<file path="src/rtl/reduce_accum_amisha_if.sv">
// Operand/result handshake bundle for reduce_accum_amisha.
// The producer/consumer side uses master; the fold block uses slave.
interface reduce_accum_amisha_if #(
  parameter int WIDTH = 8
);
  logic [1:0]       mode_amisha;
  logic             flush_amisha;
  logic             in_valid_amisha;
  logic             in_ready_amisha;
  logic [WIDTH-1:0] in_data_amisha;
  logic             out_valid_amisha;
  logic             out_ready_amisha;
  logic [WIDTH-1:0] out_data_amisha;
  logic             out_zero_amisha;
  logic             out_allones_amisha;
  logic             busy_amisha;

  modport master (
    output mode_amisha, flush_amisha, in_valid_amisha, in_data_amisha, out_ready_amisha,
    input  in_ready_amisha, out_valid_amisha, out_data_amisha, out_zero_amisha,
           out_allones_amisha, busy_amisha
  );

  modport slave (
    input  mode_amisha, flush_amisha, in_valid_amisha, in_data_amisha, out_ready_amisha,
    output in_ready_amisha, out_valid_amisha, out_data_amisha, out_zero_amisha,
           out_allones_amisha, busy_amisha
  );
endinterface

</file>
<file path="src/rtl/reduce_accum_amisha.sv">
// Sequential bitwise fold of NUM_OPERANDS words (AND/OR/XOR/NAND) with
// valid/ready on both sides and a registered result plus zero/all-ones flags.
module reduce_accum_amisha #(
  parameter int WIDTH        = 8,
  parameter int NUM_OPERANDS = 3
) (
  input logic                 clk_amisha,
  input logic                 reset_amisha,
  reduce_accum_amisha_if.slave bus
);
  localparam int CNT_W = $clog2(NUM_OPERANDS + 1);
  localparam logic [CNT_W-1:0] LAST_CNT = CNT_W'(NUM_OPERANDS - 1);

  typedef enum logic [1:0] {IDLE, ACCUM, HOLD} state_e;
  typedef enum logic [1:0] {MODE_AND, MODE_OR, MODE_XOR, MODE_NAND} mode_e;

  state_e           state_q, state_d;
  mode_e            mode_q, mode_d;
  logic [WIDTH-1:0] acc_q, acc_d;
  logic [CNT_W-1:0] cnt_q, cnt_d;
  logic [WIDTH-1:0] out_data_q, out_data_d;
  logic             out_valid_q, out_valid_d;
  logic             zero_q, zero_d;
  logic             allones_q, allones_d;
  logic             busy_q, busy_d;

  logic             in_ready;
  logic             accept;
  logic [WIDTH-1:0] acc_fold;
  logic [WIDTH-1:0] result;

  assign in_ready = (state_q != HOLD) && !bus.flush_amisha;
  assign accept   = bus.in_valid_amisha && in_ready;

  // NAND folds with AND; the inversion is applied only to the final result.
  always_comb begin
    case (mode_q)
      MODE_OR:  acc_fold = acc_q | bus.in_data_amisha;
      MODE_XOR: acc_fold = acc_q ^ bus.in_data_amisha;
      default:  acc_fold = acc_q & bus.in_data_amisha;
    endcase
    result = (mode_q == MODE_NAND) ? ~acc_fold : acc_fold;
  end

  always_comb begin
    // NOTE: every _d takes its hold value first, so no path can infer a latch.
    state_d     = state_q;
    mode_d      = mode_q;
    acc_d       = acc_q;
    cnt_d       = cnt_q;
    out_data_d  = out_data_q;
    out_valid_d = out_valid_q;
    zero_d      = zero_q;
    allones_d   = allones_q;
    busy_d      = busy_q;

    case (state_q)
      IDLE: begin
        if (accept) begin
          acc_d   = bus.in_data_amisha;
          mode_d  = mode_e'(bus.mode_amisha);
          cnt_d   = CNT_W'(1);
          busy_d  = 1'b1;
          state_d = ACCUM;
        end
      end
      ACCUM: begin
        if (bus.flush_amisha) begin
          cnt_d   = '0;
          busy_d  = 1'b0;
          state_d = IDLE;
        end else if (accept) begin
          acc_d = acc_fold;
          cnt_d = cnt_q + CNT_W'(1);
          if (cnt_q == LAST_CNT) begin
            out_data_d  = result;
            out_valid_d = 1'b1;
            zero_d      = (result == '0);
            allones_d   = (result == '1);
            state_d     = HOLD;
          end
        end
      end
      HOLD: begin
        if (out_valid_q && bus.out_ready_amisha) begin
          out_valid_d = 1'b0;
          busy_d      = 1'b0;
          cnt_d       = '0;
          state_d     = IDLE;
        end
      end
      default: state_d = IDLE;
    endcase
  end

  always_ff @(posedge clk_amisha) begin
    // NOTE: state uses non-blocking assignment so every register samples pre-edge values.
    if (reset_amisha) begin
      state_q     <= IDLE;
      mode_q      <= MODE_AND;
      acc_q       <= '0;
      cnt_q       <= '0;
      out_data_q  <= '0;
      out_valid_q <= 1'b0;
      zero_q      <= 1'b0;
      allones_q   <= 1'b0;
      busy_q      <= 1'b0;
    end else begin
      state_q     <= state_d;
      mode_q      <= mode_d;
      acc_q       <= acc_d;
      cnt_q       <= cnt_d;
      out_data_q  <= out_data_d;
      out_valid_q <= out_valid_d;
      zero_q      <= zero_d;
      allones_q   <= allones_d;
      busy_q      <= busy_d;
    end
  end

  assign bus.in_ready_amisha    = in_ready;
  assign bus.out_valid_amisha   = out_valid_q;
  assign bus.out_data_amisha    = out_data_q;
  assign bus.out_zero_amisha    = zero_q;
  assign bus.out_allones_amisha = allones_q;
  assign bus.busy_amisha        = busy_q;
endmodule

</file>
<file path="src/flat_wrapper.sv">
// flat-port wrapper written by rule: the top's interface ports become plain ports
module reduce_accum_amisha_flat 
#(
  parameter int WIDTH        = 8,
  parameter int NUM_OPERANDS = 3
)
  (clk_amisha, reset_amisha, bus_mode_amisha, bus_flush_amisha, bus_in_valid_amisha, bus_in_data_amisha, bus_out_ready_amisha, bus_in_ready_amisha, bus_out_valid_amisha, bus_out_data_amisha, bus_out_zero_amisha, bus_out_allones_amisha, bus_busy_amisha);
  reduce_accum_amisha_if #(.WIDTH(WIDTH)) bus_i ();
  input logic clk_amisha;
  input logic reset_amisha;
  input wire logic [$bits(bus_i.mode_amisha)-1:0] bus_mode_amisha;
  input wire logic [$bits(bus_i.flush_amisha)-1:0] bus_flush_amisha;
  input wire logic [$bits(bus_i.in_valid_amisha)-1:0] bus_in_valid_amisha;
  input wire logic [$bits(bus_i.in_data_amisha)-1:0] bus_in_data_amisha;
  input wire logic [$bits(bus_i.out_ready_amisha)-1:0] bus_out_ready_amisha;
  output wire logic [$bits(bus_i.in_ready_amisha)-1:0] bus_in_ready_amisha;
  output wire logic [$bits(bus_i.out_valid_amisha)-1:0] bus_out_valid_amisha;
  output wire logic [$bits(bus_i.out_data_amisha)-1:0] bus_out_data_amisha;
  output wire logic [$bits(bus_i.out_zero_amisha)-1:0] bus_out_zero_amisha;
  output wire logic [$bits(bus_i.out_allones_amisha)-1:0] bus_out_allones_amisha;
  output wire logic [$bits(bus_i.busy_amisha)-1:0] bus_busy_amisha;
  assign bus_i.mode_amisha = bus_mode_amisha;
  assign bus_i.flush_amisha = bus_flush_amisha;
  assign bus_i.in_valid_amisha = bus_in_valid_amisha;
  assign bus_i.in_data_amisha = bus_in_data_amisha;
  assign bus_i.out_ready_amisha = bus_out_ready_amisha;
  assign bus_in_ready_amisha = bus_i.in_ready_amisha;
  assign bus_out_valid_amisha = bus_i.out_valid_amisha;
  assign bus_out_data_amisha = bus_i.out_data_amisha;
  assign bus_out_zero_amisha = bus_i.out_zero_amisha;
  assign bus_out_allones_amisha = bus_i.out_allones_amisha;
  assign bus_busy_amisha = bus_i.busy_amisha;
  reduce_accum_amisha #(.WIDTH(WIDTH), .NUM_OPERANDS(NUM_OPERANDS)) u_core (.clk_amisha(clk_amisha), .reset_amisha(reset_amisha), .bus(bus_i));
endmodule
</file>
<file path="config.mk">
export PLATFORM = sky130hd
export DESIGN_NAME = reduce_accum_amisha_flat
export DESIGN_NICKNAME = d
export VERILOG_FILES = /design/src/rtl/reduce_accum_amisha_if.sv /design/src/rtl/reduce_accum_amisha.sv /design/src/flat_wrapper.sv
export SDC_FILE = /design/constraint.sdc
export NUM_CORES = 1
export LEC_CHECK = 0
export CAP_MARGIN = 25
export CORE_ASPECT_RATIO = 1.2
export CORE_UTILIZATION = 29
export DETAILED_ROUTE_END_ITERATION = 6
export PLACE_DENSITY = 0.59
export SYNTH_ARGS = -nofsm -noshare
export SYNTH_HDL_FRONTEND = slang
export SYNTH_SLANG_ARGS = --single-unit
</file>
<file path="constraint.sdc">
create_clock -name clk_amisha -period 3.2 [get_ports clk_amisha]
set_input_delay 0.64 -clock clk_amisha [delete_from_list [all_inputs] [get_ports clk_amisha]]
set_output_delay 0.64 -clock clk_amisha [all_outputs]
set_load 0.01 [all_outputs]
</file>
==> results.toml <==
[floorplan]
start_util_pct = 30.6
io_pins = 28
die_height_um = 90.1
die-width_um = 75.4
core-area_um2 = 6130
die_area_um2 = 6790
num_rows = 31

[detailed_routing]
ant_nets = 0
first_iter_violations = 66
routedWlPerCell_um = 12.6
drt-vias-per-instance = 4.84
routed_wl_mm = 4.30
route.detailed.drc = 0
vias = 1654
drt_pre_antenna_iters = 4

[logic_synthesis]
yosys.cell_count.top_type = "sky130_fd_sc_hd__nor2_1"
synth.yosys.warnings = 0
synth_cell_types = 41
synthArstFlopShare_pct = 0
synth_flop_cell = "sky130_fd_sc_hd__dfxtp_1"
synthCells = 237
synthDominantCellAreaShare_pct = 27.8
synth_fp_nets = 276
most_numerous_cell_types_in_the_synthesized_netlist = "sky130_fd_sc_hd__nor2_1, sky130_fd_sc_hd__dfxtp_1, sky130_fd_sc_hd__ha_1"
count_of_flip_flops_with_a_built_in_enable_after_synthesis = 0
synth_seq_cells = 26
synth_area_um2 = 1870
post_synth_main_area_contributors = "sky130_fd_sc_hd__dfxtp_1, sky130_fd_sc_hd__ha_1, sky130_fd_sc_hd__nor2_1"
synth_largest_area_cell = "sky130_fd_sc_hd__dfxtp_1"
postSynthAreaPerCell_um2 = 7.91
synth-seq-area-share_pct = 27.8

[critical_path]
worst-path-max-fanout = 4
ff2ff_setup_slack_ps = 990
r2r.worst_path.cells = 7
critical_path.top_delay_family = "buffers and inverters"
critical_path.startpoint = "bus_flush_amisha"
worstPathBufferInverterCount = 2
kind_of_critical_path = "in2out"
critical_path_arrival_ps = 1800
timing.critical_path.mode_cell = "sky130_fd_sc_hd__clkdlybuf4s50_1"
largest_incremental_delay_on_the_critical_path_ps = 550
path_cells = "clkdlybuf4s50_1 -> nor2_1 -> clkdlybuf4s50_1"
r2r-end = "u_core.bus.out_zero_amisha$_SDFFE_PP0P_"
worst_ep_required_time_ps = 2560
start_kind = "primary input"
timing.critical_path.to = "bus_in_ready_amisha"
worst_path_max_delay_cell = "sky130_fd_sc_hd__clkdlybuf4s50_1"
timing.critical_path.depth = 3
worstSetupEndpointType = "primary output"
r2r-start = "u_core.mode_q[0]$_SDFFE_PP0P_"

[clock_tree]
ctsHoldBuffers = 0
clk_lat_worst_skew_ps = 270
post_cts.repair.setup_buffers = 0
clock_tree.root_cell = "sky130_fd_sc_hd__clkbuf_8"
cts.sink_count = 26
cts.htree.levels = 1
tritoncts.num_buffers = 3
clock_tree_from_tritoncts = "built"
cells_resized_by_post_cts_repair = 0
cts-root-to-sink-buffers = 2
clk_pin_slew_ps = 90

[timing]
setup_viol = 0
rsz0062_at_grt = "false"
timing_worst_slew_pin_value_ps = 799
fin_tns_setup_ps = 0
final.setup_skew_ps = 2.61
timing.slew.headroom_pct = 46.6
timing_max_transition_violations_final = 0
finalHoldViolCount = 0
min_period_over_period_pct = 76.4
timing.fmax_ghz = 0.409
fin_crit_ps = 2440

[power]
power_leakage_nw = 0.879
powerDensity_nw_per_um2 = 362
worst_case_vdd_ir_drop_uv = 156

[finish]
filler_cell_count = 667
fin_util_pct = 36.9
antenna_cells_inserted = 0
area.growth.synth_to_final_pct = 20.6
fraction_of_final_layout_cells_sized_beyond_drive_strength_1_pct = 6.54
finalNetCount = 301

[global_route]
grt.overflow.total = 0
track_usage_pct = 13.7
grt_pass1_vias = 1558
pin_count_of_the_biggest_net_entering_global_routing = 22
grt_pass1_wl_mm = 7.31
grt_antenna_before_repair = 0

[place]
half_perimeter_wire_length_after_detailed_placement_mm = 3.27
finalWeightedCongestion = 0.804
place.port_buffers = 27

[run]
drv.max_cap_violation_count = 0

[run_status]
status = "complete, no violations"

[worst_hold_path]
path_class_of_the_lowest_slack_min_delay_path = "reg2reg"
==> layer usage <==
layer  up-vias  GRT usage (%)  part of all wire [%]
li1        858              -                     -
met1       763           18.1                    48
met2        31           23.0                    48
met3         2           2.47                   3.1
met4         0           2.78                  0.51
met5         -              0                     0
==> power by group <==
| group | switching [mW] | internal, mW |
|---|---|---|
| combinational | 0.153 | 0.119 |
| sequential | 0.0136 | 0.341 |
| clock | 0.107 | 0.0846 |
| total | 0.274 | 0.545 |
==> per-stage QoR <==
step	hold slack (ps)	area, um2	power, mW	setup WS, ps	cells
floorplan	465	1870	0.558	1230	237
CTS	471	2260	0.831	753	342
finish	465	2260	0.818	757	342
global placement	456	2220	0.632	484	339
detailed placement	457	2220	0.635	501	339
global route	511	2260	0.876	662	342
==> placed cells by master (no fill, tap or decap), types with 2 or more instances in the layout <==
master,synthesis,layout
sky130_fd_sc_hd__nand3_1,5,5
sky130_fd_sc_hd__nand4_1,2,2
sky130_fd_sc_hd__a31o_1,4,4
sky130_fd_sc_hd__a211oi_1,7,7
sky130_fd_sc_hd__or2_1,2,2
sky130_fd_sc_hd__a311oi_1,2,2
sky130_fd_sc_hd__inv_2,2,2
sky130_fd_sc_hd__a21oi_1,15,15
sky130_fd_sc_hd__clkdlybuf4s50_1,0,27
sky130_fd_sc_hd__buf_4,0,3
sky130_fd_sc_hd__nor3b_1,2,2
sky130_fd_sc_hd__mux2i_1,2,2
sky130_fd_sc_hd__ha_1,24,24
sky130_fd_sc_hd__clkbuf_8,0,3
sky130_fd_sc_hd__inv_1,22,22
sky130_fd_sc_hd__a31oi_2,2,2
sky130_fd_sc_hd__o32a_1,2,2
sky130_fd_sc_hd__dfxtp_1,26,26
sky130_fd_sc_hd__xnor2_1,4,4
sky130_fd_sc_hd__nor3_1,15,15
sky130_fd_sc_hd__nor2b_1,7,7
sky130_fd_sc_hd__a31o_2,3,3
sky130_fd_sc_hd__nor2_1,32,32
sky130_fd_sc_hd__nand2b_1,11,11
sky130_fd_sc_hd__xor2_1,3,3
sky130_fd_sc_hd__a31oi_1,3,3
sky130_fd_sc_hd__nand2_1,17,17
==> registers in the layout, indices dropped and copies added (netlist names) <==
name and flops:
u_core.bus.out_data_amisha 8, u_core.bus.out_valid_amisha 1, u_core.cnt_q 2, u_core.state_q 2, u_core.mode_q 2, u_core.bus.out_zero_amisha 1
u_core.acc_q 8, u_core.bus.busy_amisha 1, u_core.bus.out_allones_amisha 1
==> cell type report <==
class / instances / area [um2] / share of cell area [%]
inverters: 24 / 90.1 / 3.98
well taps: 82 / 103 / 4.54
multi-input cells: 177 / 1210 / 53.7
clock buffers: 3 / 41.3 / 1.83
repair buffers: 30 / 293 / 12.9
flip-flops and latches: 26 / 520 / 23.0
==> worst min-delay path, cell delays in order, from the launching register on <==
cell and delay (ps):
sky130_fd_sc_hd__dfxtp_1 320, sky130_fd_sc_hd__nand2_1 50, sky130_fd_sc_hd__a21oi_1 50
==> worst min-delay path by stage <==
| stage | start | to | slack, ps | depth (start not counted) |
|---|---|---|---|---|
| 3_3_place_gp | u_core.bus.out_data_amisha[4]$_SDFFE_PP0P_ | u_core.bus.out_data_amisha[4]$_SDFFE_PP0P_ | 460 | 2 |
| 3_5_place_dp | u_core.bus.out_data_amisha[4]$_SDFFE_PP0P_ | u_core.bus.out_data_amisha[4]$_SDFFE_PP0P_ | 460 | 2 |
| 5_1_grt | u_core.bus.out_data_amisha[4]$_SDFFE_PP0P_ | u_core.bus.out_data_amisha[4]$_SDFFE_PP0P_ | 510 | 2 |
| 4_1_cts | u_core.bus.out_data_amisha[4]$_SDFFE_PP0P_ | u_core.bus.out_data_amisha[4]$_SDFFE_PP0P_ | 470 | 2 |
| 6_report | u_core.bus.out_data_amisha[4]$_SDFFE_PP0P_ | u_core.bus.out_data_amisha[4]$_SDFFE_PP0P_ | 470 | 2 |
| 2_1_floorplan | u_core.cnt_q[1]$_SDFFE_PP0P_ | u_core.cnt_q[1]$_SDFFE_PP0P_ | 460 | 2 |
==> logic make-up after synthesis <==
logic type | Yosys count | share of synthesized area [%]
adders and majority gates | 24 | 16.0
xor gates and xnor gates | 7 | 3.27
AOI/OAI and AO/OA | 48 | 19.7
muxes | 2 | 1.07
buffers and inverters | 34 | 7.48
and+or+nand+nor | 96 | 24.7
DFF | 26 | 27.8
Power figures use the tool's default switching activity.
